--- src/rtl/rr_write_arbiter.sv ---
// Round-robin arbiter merging NUM_WRITERS writer streams onto one FIFO port.
// One grant per two cycles; registered strobe, data, id and busy acknowledge.
module rr_write_arbiter #(
   parameter int NUM_WRITERS = 4,
   parameter int DATA_WIDTH  = 8
) (
   input  logic                              i_clk,
   input  logic                              i_reset,
   input  logic [NUM_WRITERS*DATA_WIDTH-1:0] i_data,
   input  logic [NUM_WRITERS-1:0]            i_req,
   input  logic                              i_fifo_full,
   output logic [NUM_WRITERS-1:0]            o_busy,
   output logic                              o_we,
   output logic [DATA_WIDTH-1:0]             o_data,
   output logic [$clog2(NUM_WRITERS)-1:0]    o_grant_id
);

   localparam int GW = $clog2(NUM_WRITERS);

   typedef enum logic {
      S_IDLE,
      S_ACK
   } state_t;

   state_t                  state, state_nx;
   logic [GW-1:0]           ptr, ptr_nx;
   logic [GW-1:0]           sel;
   logic [GW:0]             cand;
   logic                    found;
   logic [NUM_WRITERS-1:0]  busy_nx;
   logic                    we_nx;
   logic [DATA_WIDTH-1:0]   data_nx;
   logic [GW-1:0]           gid_nx;

   // first requester at or after ptr, wrapping around
   always_comb begin
      found = 1'b0;
      sel   = '0;
      cand  = '0;
      for (int i = 0; i < NUM_WRITERS; i++) begin
         cand = {1'b0, ptr} + (GW+1)'(i);
         if (cand >= (GW+1)'(NUM_WRITERS))
            cand = cand - (GW+1)'(NUM_WRITERS);
         if (!found && i_req[cand[GW-1:0]]) begin
            found = 1'b1;
            sel   = cand[GW-1:0];
         end
      end
   end

   always_comb begin
      state_nx = state;
      ptr_nx   = ptr;
      busy_nx  = '1;
      we_nx    = 1'b0;
      data_nx  = o_data;
      gid_nx   = o_grant_id;
      unique case (state)
         S_IDLE: begin
            if (found && !i_fifo_full) begin
               state_nx     = S_ACK;
               we_nx        = 1'b1;
               busy_nx[sel] = 1'b0;
               data_nx      = i_data[sel*DATA_WIDTH +: DATA_WIDTH];
               gid_nx       = sel;
               ptr_nx       = (sel == GW'(NUM_WRITERS-1)) ? '0 : sel + 1'b1;
            end
         end
         S_ACK: begin
            state_nx = S_IDLE;
         end
         default: state_nx = S_IDLE;
      endcase
   end

   always_ff @(posedge i_clk) begin
      if (i_reset) begin
         state      <= S_IDLE;
         ptr        <= '0;
         o_busy     <= '1;
         o_we       <= 1'b0;
         o_data     <= '0;
         o_grant_id <= '0;
      end else begin
         state      <= state_nx;
         ptr        <= ptr_nx;
         o_busy     <= busy_nx;
         o_we       <= we_nx;
         o_data     <= data_nx;
         o_grant_id <= gid_nx;
      end
   end

endmodule

--- config.mk ---
export PLATFORM = sky130hd
export DESIGN_NAME = rr_write_arbiter
export DESIGN_NICKNAME = d
export VERILOG_FILES = /design/src/rtl/rr_write_arbiter.sv
export SDC_FILE = /design/constraint.sdc
export NUM_CORES = 1
export LEC_CHECK = 0
export CORE_MARGIN = 1
export CORE_UTILIZATION = 40
export CTS_BUF_LIST = sky130_fd_sc_hd__clkbuf_4 sky130_fd_sc_hd__clkbuf_8 sky130_fd_sc_hd__clkbuf_16
export DETAILED_ROUTE_END_ITERATION = 7
export PLACE_DENSITY = 0.73
export SLEW_MARGIN = 20
export SYNTH_ARGS = -nofsm -noshare
export SYNTH_HDL_FRONTEND = slang
export SYNTH_SLANG_ARGS = --single-unit
--- constraint.sdc ---
create_clock -name i_clk -period 4.3 [get_ports i_clk]
set_input_delay 0.43 -clock i_clk [delete_from_list [all_inputs] [get_ports i_clk]]
set_output_delay 0.43 -clock i_clk [all_outputs]
set_load 0.01 [all_outputs]
==> results of run 1 <==
[per-stage QoR]
step	cell area [um2]	setup WS, ps	hold slack (ps)
floorplan	1420	2400	461
global placement	1910	1300	449
detailed placement	1910	1220	458
CTS	1940	1520	476
global route	1940	1290	520
finish	1940	1450	468
[metal layers]
layer	part of all wire (%)	vias to the layer above
li1	-	757
met1	43	719
met2	46	69
met3	10	6
met4	1.0	0
met5	0	-
[final cells by class]
cell class | instances | area, um2 | area share (%)
multi-input combinational | 118 | 903 | 46.5
timing repair buffer | 54 | 538 | 27.7
sequential | 17 | 340 | 17.5
inverter | 20 | 75.1 | 3.87
tap | 46 | 57.6 | 2.96
clock buffer | 3 | 22.5 | 1.16
clock inverter | 1 | 5.00 | 0.258
[state kept, by name (all words and copies together), names as in the netlist]
| register | count |
|---|---|
| o_data | 8 |
| ptr | 2 |
| o_we | 1 |
| o_busy | 4 |
| o_grant_id | 2 |
[where the power goes]
part           internal [W]   total, W  leakage [nW]  switching, W
Combinational      0.000104   0.000211         0.526      0.000107
Sequential         0.000173   0.000187         0.140     0.0000145
Clock             0.0000346  0.0000856        0.0177     0.0000510
Total              0.000312   0.000484         0.683      0.000172
[worst max path at each step]
stage	start	end	slack, ps
floorplan	ptr[1]	ptr[1]	2400
global route	i_req[3]	ptr[1]	1290
finish	i_req[3]	ptr[1]	1450
global placement	i_req[3]	ptr[1]	1300
CTS	i_req[3]	ptr[1]	1520
detailed placement	i_req[3]	ptr[1]	1220
[cells by family (layout without fill, tap and decap cells)]
group,count (synthesis),count (layout),synth area share [%]
compound gates,67,67,39.0
simple gates,45,45,19.2
buf+inv,40,78,12.7
flops,17,17,23.9
fa+ha+maj,4,4,3.52
mux,2,2,1.67
[layout by cell type, fill, tap and decap left out, types with 4 or more instances in the layout]
master / synthesis / routed
a211oi_1: 17 / 17
a311oi_1: 15 / 15
clkdlybuf4s50_1: 0 / 53
dfxtp_1: 17 / 17
ha_1: 4 / 4
inv_1: 20 / 20
nand2_1: 6 / 6
nand2b_1: 19 / 19
nand3b_1: 8 / 8
o221ai_1: 7 / 7
o32ai_1: 16 / 16
[critical path: stages]
cell and delay (ps):
clkdlybuf4s50_1 1200, o22a_1 680, and2_1 270, ha_1 250
mux2i_1 130, nor2_1 50
==> impl_metrics.ini, run 1 <==
[timing]
finalCritPeriodShare_pct = 66.3
hold_viol = 0
relSlewSlack_pct = 26.5
period_needed_ps = 2850
setup_viol = 0
clock_skew_ps = 6.46
max_freq_ghz = 0.351
rsz0062_at_grt = false
tightest_slew_ps = 1100
setup_tns_ps = 0
report.final.slew_viol_count = 0

[global_route]
grt_pass1_wl_um = 6450
use_met2_pct = 35.3
grt_util_all_layers_pct = 22.9
antenna_found_initial = 0
grt_pass1_vias = 1395
globalRouteMet1Util_pct = 34.3
grt.busiest_layer = met2
grt_max_degree = 39
use_met3_pct = 1.89
gr-total-overflow = 0

[logic_synthesis]
ys_ff_latch = 17
synth_common_cells = inv_1, nand2b_1, a211oi_1, dfxtp_1, o32ai_1
synth_largest_area_cell = dfxtp_1
netlist_area_um2 = 1420
yosysMostFrequentCell = inv_1
yosys_warnings = 0
async_flop_share_pct = 0
synthCells = 175
synth_area_leaders = dfxtp_1, o32ai_1, a311oi_1
synth_area_per_cell_um2 = 8.14
synth_top_cell_area_share_pct = 23.9
syn_nets = 218
synthFlopType = dfxtp_1
synth-edff-count = 0
ys_seq_area_share_pct = 23.9
synth_cell_types = 35

[hold_path]
hold_path_end = o_grant_id[1]
hold_start = o_grant_id[1]
min_path_type = reg2reg
whs_path_depth = 2

[setup_path]
arrival_ps = 3030
path_max_fanout = 38
end_kind = flop
r2r-end = ptr[1]
ff2ff_path_depth = 6
path_class = in2reg
regToRegSetupSlack_ps = 1860
startpoint_type = primary input
r2r-start = ptr[1]
required_ps = 4480

[power_and_ir_drop]
p_leak_nw = 0.683
p_per_area_nw_per_um2 = 249
finalPower_w = 0.000484
ir_worst_vdd_v = 0.000203

[final_layout]
num_antenna_cells = 0
post-route-util_pct = 57.7
drive_gt1_share_pct = 4.69
fillCellCount = 313
final_cells = 259
nets = 257
synthToLayoutAreaGrowth_pct = 36.4

[route]
via_per_inst = 5.99
detail-route-antenna-nets = 0
wirelength_um = 4340
drc = 0
dr_total_vias = 1551
routedWlPerCell_um = 16.8
drtPass1Iterations = 4
drtIter0Drc = 177

[clock_tree]
clockBufferDepth = 2
clockRootBuffer = clkbuf_4
post-cts-setup-buffer-count = 0
cts_resized = 0
clk_latency_ps = 290
hold_buffers = 0
clk_pin_slew_ps = 100
cts_tree = built
cts-htree-levels = 1
cts_num_sinks = 17
cts_buffers = 3

[place]
dp_hpwl_um = 3060
dp.cells = 255
placement.io_buffers = 53
place.gp.congestion = 0.875

[job]
cap_violations = 0

[floorplanning]
coreArea_um2 = 3360
num_rows = 21
die_w_um = 61.7
die_y_um = 61.7
dieArea_um2 = 3800
initial_core_util_pct = 42.3
io_pins = 54

[run_status]
status = completed
(Power assumes the default switching activity.)
==> run 2: changes to the inputs <==
==> constraint.sdc (replaced) <==
create_clock -name i_clk -period 2.8 [get_ports i_clk]
set_input_delay 0.28 -clock i_clk [delete_from_list [all_inputs] [get_ports i_clk]]
set_output_delay 0.28 -clock i_clk [all_outputs]
set_load 0.01 [all_outputs]
==> impl_metrics.ini, run 2 (synthesis results as in run 1) <==
[timing]
setup_viol = 0
period_needed_ps = 2110
setup_tns_ps = 0
setup_ws_ps = 692
clock_skew_ps = 2.23
max_freq_ghz = 0.474
relSlewSlack_pct = 53.1
rsz0062_at_grt = false
finalCritPeriodShare_pct = 75.3
report.final.slew_viol_count = 0
tightest_slew_ps = 698
hold_viol = 0

[final_layout]
synthToLayoutAreaGrowth_pct = 40.6
reg_top3 = o_data x8, o_busy x4
largest_register = o_data
final_common_cell = clkdlybuf4s50_1
mostFrequentLayoutCells = clkdlybuf4s50_1, inv_1, nand2b_1, a211oi_1, dfxtp_1
post-route-util_pct = 59.5
num_antenna_cells = 0
nets = 265
fin_area_um2 = 2000
drive_gt1_share_pct = 8.14
largest_reg_flops = 8

[place]
dp_hpwl_um = 3190
place_area_um2 = 1970
placement.io_buffers = 53
place_ws_ps = 401
place.gp.congestion = 0.838

[hold_path]
min_path_type = reg2reg
hold_start = o_grant_id[1]
hold_path_end = o_grant_id[1]
whs_path_depth = 2

[floorplanning]
io_pins = 54
dieArea_um2 = 3800
initial_core_util_pct = 42.3
die_y_um = 61.7
coreArea_um2 = 3360
die_w_um = 61.7
num_rows = 21

[setup_path]
cp_cell_sequence = clkdlybuf4s50_1, nand2_1, a221oi_1, or2_2, inv_1, ha_1, mux2i_1, nor2_1
ff2ff_path_depth = 6
path_max_fanout = 6
critPathSlowestCell = clkdlybuf4s50_1
startpoint_type = primary input
end_kind = flop
r2r-end = ptr[1]
r2r-start = ptr[1]
regToRegSetupSlack_ps = 720
arrival_ps = 2310
slowest_delay_ps = 550
path_class = in2reg
required_ps = 3000

[run_status]
status = completed

[route]
drtPass1Iterations = 4
dr_total_vias = 1631
via_per_inst = 6.11
routedWlPerCell_um = 16.8
wirelength_um = 4500
drc = 0
drtIter0Drc = 176
detail-route-antenna-nets = 0

[clock_tree]
clockRootBuffer = clkbuf_4
cts_buffers = 3
clk_pin_slew_ps = 100
cts_num_sinks = 17
cts-htree-levels = 1
clockBufferDepth = 2
cts_tree = built
clk_latency_ps = 300
hold_buffers = 0
cts_resized = 0
post-cts-setup-buffer-count = 0

[global_route]
grt_pass1_vias = 1470
antenna_found_initial = 0
gr-total-overflow = 0
grt_util_all_layers_pct = 24.8
grt_max_degree = 21
grt_pass1_wl_um = 6960

[power_and_ir_drop]
p_per_area_nw_per_um2 = 377
ir_worst_vdd_v = 0.000227
p_leak_nw = 0.721

[job]
cap_violations = 0
run 2: critical path: cells and delay by family:
| kind | cells | cell delay [ps] |
|---|---|---|
| compound gates | 1 | 520 |
| simple gates | 3 | 460 |
| mux | 1 | 150 |
| buf+inv | 2 | 610 |
| fa+ha+maj | 1 | 280 |
run 2: worst max path at each step:
stage	start	to	slack, ps	depth (start not counted)
detailed placement	i_req[0]	ptr[1]	400	8
finish	i_req[0]	ptr[1]	690	8
global placement	i_req[1]	ptr[1]	440	8
global route	i_req[1]	o_data[7]	490	5
floorplan	ptr[1]	ptr[1]	900	8
CTS	i_req[0]	ptr[1]	720	8
run 2: stage by stage:
stage,std cells,power [W],hold WS [ps]
6_report,267,0.000755,480
5_1_grt,267,0.000795,521
4_1_cts,267,0.000755,490
3_5_place_dp,263,0.000618,474
3_3_place_gp,263,0.000611,447
2_1_floorplan,175,0.000478,417
run 2: power by group:
part / switching [W] / total, W / internal, W
Combinational: 0.000168 / 0.000337 / 0.000170
Clock: 0.0000830 / 0.000136 / 0.0000533
Sequential: 0.0000162 / 0.000281 / 0.000265
run 2: layout make-up:
type | count | area, um2
flip-flops and latches | 17 | 340
inverters | 20 | 75.1
repair buffers | 62 | 598
clock buffers | 3 | 22.5
fillers | 327 | 1360
well taps | 46 | 57.6
multi-input cells | 118 | 903
clock inverters | 1 | 5.00
run 2: layer usage:
layer,routed length (um),GRT usage (%),share of wire [%]
met1,1940,35.2,43
met2,2020,38.6,45
met3,468,3.78,10
met4,70,7.62,1.6
met5,0,0,0
==> run 3: changes to the inputs <==
==> constraint.sdc (replaced) <==
create_clock -name i_clk -period 2.1 [get_ports i_clk]
set_input_delay 0.21 -clock i_clk [delete_from_list [all_inputs] [get_ports i_clk]]
set_output_delay 0.21 -clock i_clk [all_outputs]
set_load 0.01 [all_outputs]
==> impl_metrics.ini, run 3 (synthesis results as in run 1) <==
[route]
routedWlPerCell_um = 17.1
wirelength_um = 4760
drtPass1Iterations = 5
drtIter0Drc = 207
drc = 0
via_per_inst = 6.04
detail-route-antenna-nets = 0
dr_total_vias = 1678

[global_route]
grt_max_degree = 29
grt_pass1_vias = 1600
antenna_found_initial = 0
gr-total-overflow = 0
grt_pass1_wl_um = 7480
grt_util_all_layers_pct = 26.5

[timing]
setup_ws_ps = 170
finalCritPeriodShare_pct = 91.9
setup_viol = 0
period_needed_ps = 1930
rsz0062_at_grt = false
tightest_slew_ps = 646
clock_skew_ps = 0.646
max_freq_ghz = 0.518
hold_ws_ps = 479
report.final.slew_viol_count = 0
hold_viol = 0
relSlewSlack_pct = 56.7

[final_layout]
nets = 276
final_common_cell = clkdlybuf4s50_1
mostFrequentLayoutCells = clkdlybuf4s50_1, inv_1, buf_4, nand2b_1
regArea_um2 = 340
multiInputGateArea_um2 = 903
largest_register = o_data
largest_reg_flops = 8
fillCellCount = 323
num_antenna_cells = 0
reg_top3 = o_data x8, o_busy x4
synthToLayoutAreaGrowth_pct = 46.4
drive_gt1_share_pct = 12.5

[setup_path]
r2r-start = ptr[1]
end_kind = flop
path_max_fanout = 11
arrival_ps = 2120
path_class = reg2reg
startpoint_type = flop
worstSetupEndpoint = ptr[1]
ff2ff_path_depth = 6
cp-startpoint = ptr[1]
regToRegSetupSlack_ps = 170
r2r-end = ptr[1]
required_ps = 2290

[floorplanning]
io_pins = 54
die_w_um = 61.7
coreArea_um2 = 3360
die_y_um = 61.7
dieArea_um2 = 3800
num_rows = 21
initial_core_util_pct = 42.3

[power_and_ir_drop]
ir_worst_vdd_v = 0.000314
p_clk_share_pct = 17.2
p_seq_share_pct = 35.7
p_comb_share_pct = 47.1
p_int_w = 0.000675
p_leak_nw = 0.775
net-switching-power_w = 0.000370
p_per_area_nw_per_um2 = 501
switching_share_pct = 35.4
finalPower_w = 0.00104

[place]
place_ws_ps = -24.1
place.gp.congestion = 0.841
dp_hpwl_um = 3410
placement.io_buffers = 53

[clock_tree]
hold_buffers = 0
cts_num_sinks = 17
cts_tree = built
clk_pin_slew_ps = 110
clk_latency_ps = 290
clockRootBuffer = clkbuf_4
cts-htree-levels = 1
cts_resized = 0
clockBufferDepth = 2
post-cts-setup-buffer-count = 0
cts_buffers = 3

[hold_path]
min_path_type = reg2reg

[run_status]
status = completed

[job]
cap_violations = 0
==> run 3: per-stage QoR <==
stage	cells	setup TNS [ps]	utilization, %	cell area [um2]
after CTS	278	0	62.0	2080
after global routing	278	0	62.0	2080
after floorplan	175	0	-	1420
after detailed placement	274	-24.1	61.2	2060
after global placement	274	-30.6	61.2	2060
final	278	0	62.0	2080
==> run 3: cell type report <==
type	count	share of cell area (%)
Sequential cell	17	16.3
Tap cell	46	2.76
Multi-Input combinational cell	118	43.3
Clock buffer	3	1.08
Timing Repair Buffer	73	32.7
Inverter	20	3.60
Clock inverter	1	0.240
==> run 3: power by group through the flow <==
stage               registers, W  clock network, W  logic (W)
finish                  0.000373          0.000180   0.000492
floorplan               0.000389                 0   0.000248
detailed placement      0.000379                 0   0.000477
global route            0.000377          0.000200   0.000525
CTS                     0.000373          0.000183   0.000482
global placement        0.000378                 0   0.000467
==> run 3: per-layer routing <==
metal,track usage [%],vias to the layer above,routed length [um]
li1,-,796,-
met1,35.6,772,1970
met2,41.3,104,2180
met3,6.51,6,546
met4,8.89,0,66
met5,0,-,0
==> run 3: critical path, stage by stage, from the launching register on <==
cell	delay (ps)
dfxtp_1	450
mux2i_2	280
o22a_1	430
and2_1	250
ha_1	250
mux2i_1	120
nor2_1	50
==> run 3: worst min path at each step <==
stage / depth (start not counted) / slack [ps] / start / to
after global placement: 2 / 450 / o_grant_id[1] / o_grant_id[1]
after floorplan: 1 / 350 / i_reset / o_we
after CTS: 2 / 480 / o_grant_id[1] / o_grant_id[1]
after detailed placement: 2 / 460 / o_grant_id[1] / o_grant_id[1]
after global routing: 2 / 520 / o_grant_id[1] / o_grant_id[1]
final: 2 / 480 / o_grant_id[1] / o_grant_id[1]
